`src/rtl/pop_sched_pkg.sv`:
```
// Shared constants, state encoding and helpers for the five-queue pop scheduler.
package pop_sched_pkg;

    localparam int unsigned NUM_Q = 5;
    localparam int unsigned IDX_W = 3;

    typedef enum logic [1:0] {
        ST_IDLE = 2'd0,
        ST_ARB  = 2'd1,
        ST_HOLD = 2'd2
    } state_e;

    function automatic logic [IDX_W-1:0] onehot_to_idx(input logic [NUM_Q-1:0] oh);
        logic [IDX_W-1:0] idx;
        idx = '0;
        for (int i = 0; i < NUM_Q; i++) begin
            if (oh[i]) idx |= IDX_W'(i);
        end
        return idx;
    endfunction

endpackage

```
`src/rtl/rr_pick.sv`:
```
// Combinational round-robin search: first eligible queue after rr_ptr, wrapping modulo NUM_Q.
module rr_pick
    import pop_sched_pkg::*;
(
    input  logic [IDX_W-1:0] rr_ptr,
    input  logic [NUM_Q-1:0] elig,
    output logic             found,
    output logic [IDX_W-1:0] next_idx
);

    logic [IDX_W-1:0] cand;

    always_comb begin
        found    = 1'b0;
        next_idx = rr_ptr;
        cand     = '0;
        // k = NUM_Q revisits rr_ptr itself, so a lone eligible queue is still found.
        for (int unsigned k = 1; k <= NUM_Q; k++) begin
            cand = IDX_W'((32'(rr_ptr) + k) % NUM_Q);
            if (!found && elig[cand]) begin
                found    = 1'b1;
                next_idx = cand;
            end
        end
    end

endmodule

```
`src/rtl/pop_scheduler.sv`:
```
// Round-robin pop scheduler for a five-queue bank with registered one-hot pops.
// Optional burst granting is enabled by defining POP_SCHED_BURST_EN.
module pop_scheduler
    import pop_sched_pkg::*;
#(
    parameter int unsigned TOT_W = 8
`ifdef POP_SCHED_BURST_EN
    , parameter int unsigned BURST_MAX = 4
`endif
) (
    input  logic             clk,
    input  logic             reset_L,
    input  logic             enable,
    input  logic             pause_in,
    input  logic             empty_0,
    input  logic             empty_1,
    input  logic             empty_2,
    input  logic             empty_3,
    input  logic             empty_4,
    output logic             pop_0,
    output logic             pop_1,
    output logic             pop_2,
    output logic             pop_3,
    output logic             pop_4,
    output logic             valid_out,
    output logic [IDX_W-1:0] grant_idx,
    output logic [TOT_W-1:0] pop_total,
    output logic             busy
);

    state_e           state_q, state_d;
    logic [IDX_W-1:0] rr_ptr_q;
    logic [NUM_Q-1:0] pop_q, pop_d;
    logic [IDX_W-1:0] grant_q;
    logic [TOT_W-1:0] total_q;

    logic [NUM_Q-1:0] elig;
    logic             found;
    logic [IDX_W-1:0] pick_idx;
    logic             issue;
    logic [IDX_W-1:0] issue_idx;

`ifdef POP_SCHED_BURST_EN
    localparam int unsigned       BCNT_W    = $clog2(BURST_MAX + 1);
    localparam logic [BCNT_W-1:0] BURST_LIM = BCNT_W'(BURST_MAX);
    logic [BCNT_W-1:0] burst_cnt_q, burst_cnt_d;
`endif

    assign elig = ~{empty_4, empty_3, empty_2, empty_1, empty_0};

    rr_pick u_rr_pick (
        .rr_ptr   (rr_ptr_q),
        .elig     (elig),
        .found    (found),
        .next_idx (pick_idx)
    );

    always_comb begin
        state_d   = state_q;
        issue     = 1'b0;
        issue_idx = pick_idx;
        pop_d     = '0;
`ifdef POP_SCHED_BURST_EN
        burst_cnt_d = '0;
`endif
        unique case (state_q)
            ST_IDLE: begin
                if (enable) begin
                    if (pause_in)   state_d = ST_HOLD;
                    else if (found) state_d = ST_ARB;
                end
            end
            ST_ARB: begin
                if (!enable) begin
                    state_d = ST_IDLE;
                end else if (pause_in) begin
                    state_d = ST_HOLD;
                end else if (!found) begin
                    state_d = ST_IDLE;
                end else begin
`ifdef POP_SCHED_BURST_EN
                    // A burst that hit its limit costs one dead cycle before re-arbitrating.
                    if (burst_cnt_q >= BURST_LIM) begin
                        burst_cnt_d = '0;
                    end else if (burst_cnt_q != '0 && elig[rr_ptr_q]) begin
                        issue       = 1'b1;
                        issue_idx   = rr_ptr_q;
                        burst_cnt_d = burst_cnt_q + 1'b1;
                    end else begin
                        issue       = 1'b1;
                        burst_cnt_d = BCNT_W'(1);
                    end
`else
                    issue = 1'b1;
`endif
                end
            end
            ST_HOLD: begin
                if (!enable)        state_d = ST_IDLE;
                else if (!pause_in) state_d = ST_ARB;
            end
            default: state_d = ST_IDLE;
        endcase
        if (issue) pop_d = NUM_Q'(1) << issue_idx;
    end

    always_ff @(posedge clk or negedge reset_L) begin
        if (!reset_L) begin
            state_q  <= ST_IDLE;
            rr_ptr_q <= IDX_W'(NUM_Q - 1);
            pop_q    <= '0;
            grant_q  <= '0;
            total_q  <= '0;
        end else begin
            state_q <= state_d;
            pop_q   <= pop_d;
            if (issue) begin
                rr_ptr_q <= issue_idx;
                grant_q  <= onehot_to_idx(pop_d);
                total_q  <= total_q + 1'b1;
            end
        end
    end

`ifdef POP_SCHED_BURST_EN
    always_ff @(posedge clk or negedge reset_L) begin
        if (!reset_L) burst_cnt_q <= '0;
        else          burst_cnt_q <= burst_cnt_d;
    end
`endif

    assign pop_0     = pop_q[0];
    assign pop_1     = pop_q[1];
    assign pop_2     = pop_q[2];
    assign pop_3     = pop_q[3];
    assign pop_4     = pop_q[4];
    assign valid_out = |pop_q;
    assign grant_idx = grant_q;
    assign pop_total = total_q;
    assign busy      = (state_q == ST_ARB) || (state_q == ST_HOLD);

endmodule

```
`config.mk`:
```
export PLATFORM = sky130hd
export DESIGN_NAME = pop_scheduler
export DESIGN_NICKNAME = d
export VERILOG_FILES = /design/src/rtl/pop_sched_pkg.sv /design/src/rtl/rr_pick.sv /design/src/rtl/pop_scheduler.sv
export SDC_FILE = /design/constraint.sdc
export NUM_CORES = 1
export LEC_CHECK = 0
export CELL_PAD_IN_SITES_DETAIL_PLACEMENT = 1
export CELL_PAD_IN_SITES_GLOBAL_PLACEMENT = 1
export CORE_AREA = 2 2 91 93
export DETAILED_ROUTE_END_ITERATION = 8
export DIE_AREA = 0 0 93 95
export PLACE_DENSITY_LB_ADDON = 0.2
export SLEW_MARGIN = 10
export SYNTH_ARGS = -nofsm -noshare
export SYNTH_HDL_FRONTEND = slang
export SYNTH_SLANG_ARGS = --single-unit
```
`constraint.sdc`:
```
create_clock -name clk -period 4.95 [get_ports clk]
set_input_delay 0.7425 -clock clk [delete_from_list [all_inputs] [get_ports clk]]
set_output_delay 0.7425 -clock clk [all_outputs]
set_load 0.02 [all_outputs]
```
==> flow_summary.toml <==
[status]
status = "complete, no violations"

[setup_path]
critPathMaxFanout = 15
critical_path_class = "reg -> reg"
reg2regPathDepth = 14
setup.worst_path.end_class = "flop"
cp-start-kind = "flop"
critPathArrivalTime_ps = 4720
required_ps = 5090

[floorplan]
die-area_um2 = 8840
initial_core_util_pct = 38.4
io-pin-count = 27
rows = 33
die_w_um = 93
core_um2 = 7930
die_y_um = 95

[clock_tree]
cts_max_level = 1
cts_resized = 0
cts.reportedPaths.clkPinSlew_ps = 70
cts_root_buf = "clkbuf_8"
cts_tree = "yes"
cts_hold_repair.buffers = 0
post_cts_buffers = 0
clock_sinks = 21
cts_buffers = 3
clk_path_buf_depth = 2
clk_latency_ps = 260

[synth]
synth_area_um2 = 3040
syn_inst = 372
synth-edff-count = 0
synthArstFlopShare_pct = 100
yosysWarningCount = 0
synth_cell_type_count = 69
synth_seq_area_share_pct = 17.3
syn_nets = 410
ys_ff_latch = 21
syn_avg_cell_area_um2 = 8.18
synth_ff_type = "dfrtp_1"

[sta]
rsz0062_at_grt = "no"
tightest_slew_ps = 930
period_share_pct = 92.4
finalSetupViolCount = 0
finalHoldViolCount = 0
period_needed_ps = 4570
worst_clock_skew_ps = 2.02
maxSlewViolCount = 0
slew_headroom_pct = 37.8
clock.fmax_mhz = 219
layout_setup_ws_ps = 378
finalSetupTns_ps = 0

[finish]
final_cell_mix = "29 x nand2_1, 28 x ha_1, 26 x clkdlybuf4s50_1"
final_cells = 500
utilization_pct = 44.1
n_antenna_cell = 0
drive_above_1_share_pct = 11.9
final_common_cell = "nand2_1"
fillers = 975
area_growth_pct = 14.9
nets = 434

[placement]
place_congestion = 0.926
dp.final_hpwl_um = 7300
portBuffers = 26
place_ws_ps = 178
dpl.cell_count = 496

[global_routing]
grt-ovfl-total = 0
grt_pass1_wl_um = 15300
antenna_found_initial = 0
grt_pass1_vias = 3079
track_usage_pct = 21.4
grt_max_degree = 26

[routing]
drc = 0
avgRoutedWirePerCell_um = 18.2
postRouteAntennaNets = 0
dr.pass1.iters = 4
drt-initial-drc-count = 196
vias_per_cell = 5.94
vias = 2971
wirelength_um = 9110

[worst_hold_path]
min_path_cells = 1
hp-class = "reg -> reg"

[flow_run]
maxCapViolCount = 0
## routing by layer
layer	vias to the layer above	global-route usage [%]	wire (um)
li1	1445	-	-
met3	16	2.55	345
met2	61	37.3	4350
met5	-	0	0
met4	0	3.80	140
met1	1449	28.9	4280
## state kept, by name, indices dropped and copies added, names as in the netlist
signal and count:
pop_total 8, pop_q 5, grant_idx 3, rr_ptr_q 3, state_q 2
## metrics by stage
stage               hold WS [ps]  cell area (um^2)
finish                       475              3500
global route                 519              3500
CTS                          477              3480
detailed placement           464              3430
global placement             459              3430
floorplan                    447              3050
## cell type report
type | instances | area, um^2 | area share, %
Sequential cell | 21 | 531 | 15.2
Inverter | 23 | 86.3 | 2.47
Multi-Input combinational cell | 307 | 2340 | 66.9
Timing Repair Buffer | 40 | 365 | 10.4
Tap cell | 105 | 131 | 3.76
Clock buffer | 4 | 45.0 | 1.29
## logic make-up (layout without fill, tap and decap cells)
family / count (synthesis) / in the layout / share of synthesized area, %
buf+inv: 44 / 67 / 6.41
compound gates: 115 / 115 / 28.9
mux: 25 / 25 / 9.86
xor+xnor: 14 / 14 / 4.27
fa+ha+maj: 29 / 29 / 11.9
flops: 21 / 21 / 17.3
simple gates: 124 / 124 / 21.4
## worst paths after layout
kind,endpoint,slack [ps],startpoint
worst max-delay path,state_q[0]$_DFFE_PN0P_,380,rr_ptr_q[2]$_DFFE_PN1P_
worst min-delay path,pop_total[7]$_DFFE_PN0P_,480,pop_total[7]$_DFFE_PN0P_
worst max register to register,state_q[0]$_DFFE_PN0P_,380,rr_ptr_q[2]$_DFFE_PN1P_
worst min register to register,pop_total[7]$_DFFE_PN0P_,480,pop_total[7]$_DFFE_PN0P_
max in group asynchronous,pop_total[1]$_DFFE_PN0P_,3380,reset_L
min in group asynchronous,pop_q[4]$_DFF_PN0_,1000,reset_L
## worst max-delay path: stages (launching register included)
cell and delay (ps):
dfstp_4 730, inv_1 190, ha_1 430, o21a_1 260, a21oi_1 180, xnor2_1 170, ha_1 310, mux4_2 250
o32ai_1 80, mux2i_1 360, o31a_1 320, o211ai_4 140, o31a_2 420, a211oi_2 250, mux2_1 350
## synthesized netlist by cell type, drive strengths merged, types with 7 or more instances
cell    count  area, um^2
o21ai      13        65.1
a21oi      20         115
a211oi      8        70.1
nor2       19        71.3
nor3       14        75.1
inv        23        86.3
and3        7        43.8
nand2b     13        81.3
o211ai      8        73.8
ha         29         363
clkbuf      9        33.8
mux2       10         113
dfrtp      20         500
buf        12        75.1
nand2      29         109
mux2i      12         120
xnor2      11        96.3
nand3      13        65.1
Power is not shown: default switching activity piles up to over one toggle a cycle in this logic, so the estimate is an artifact.
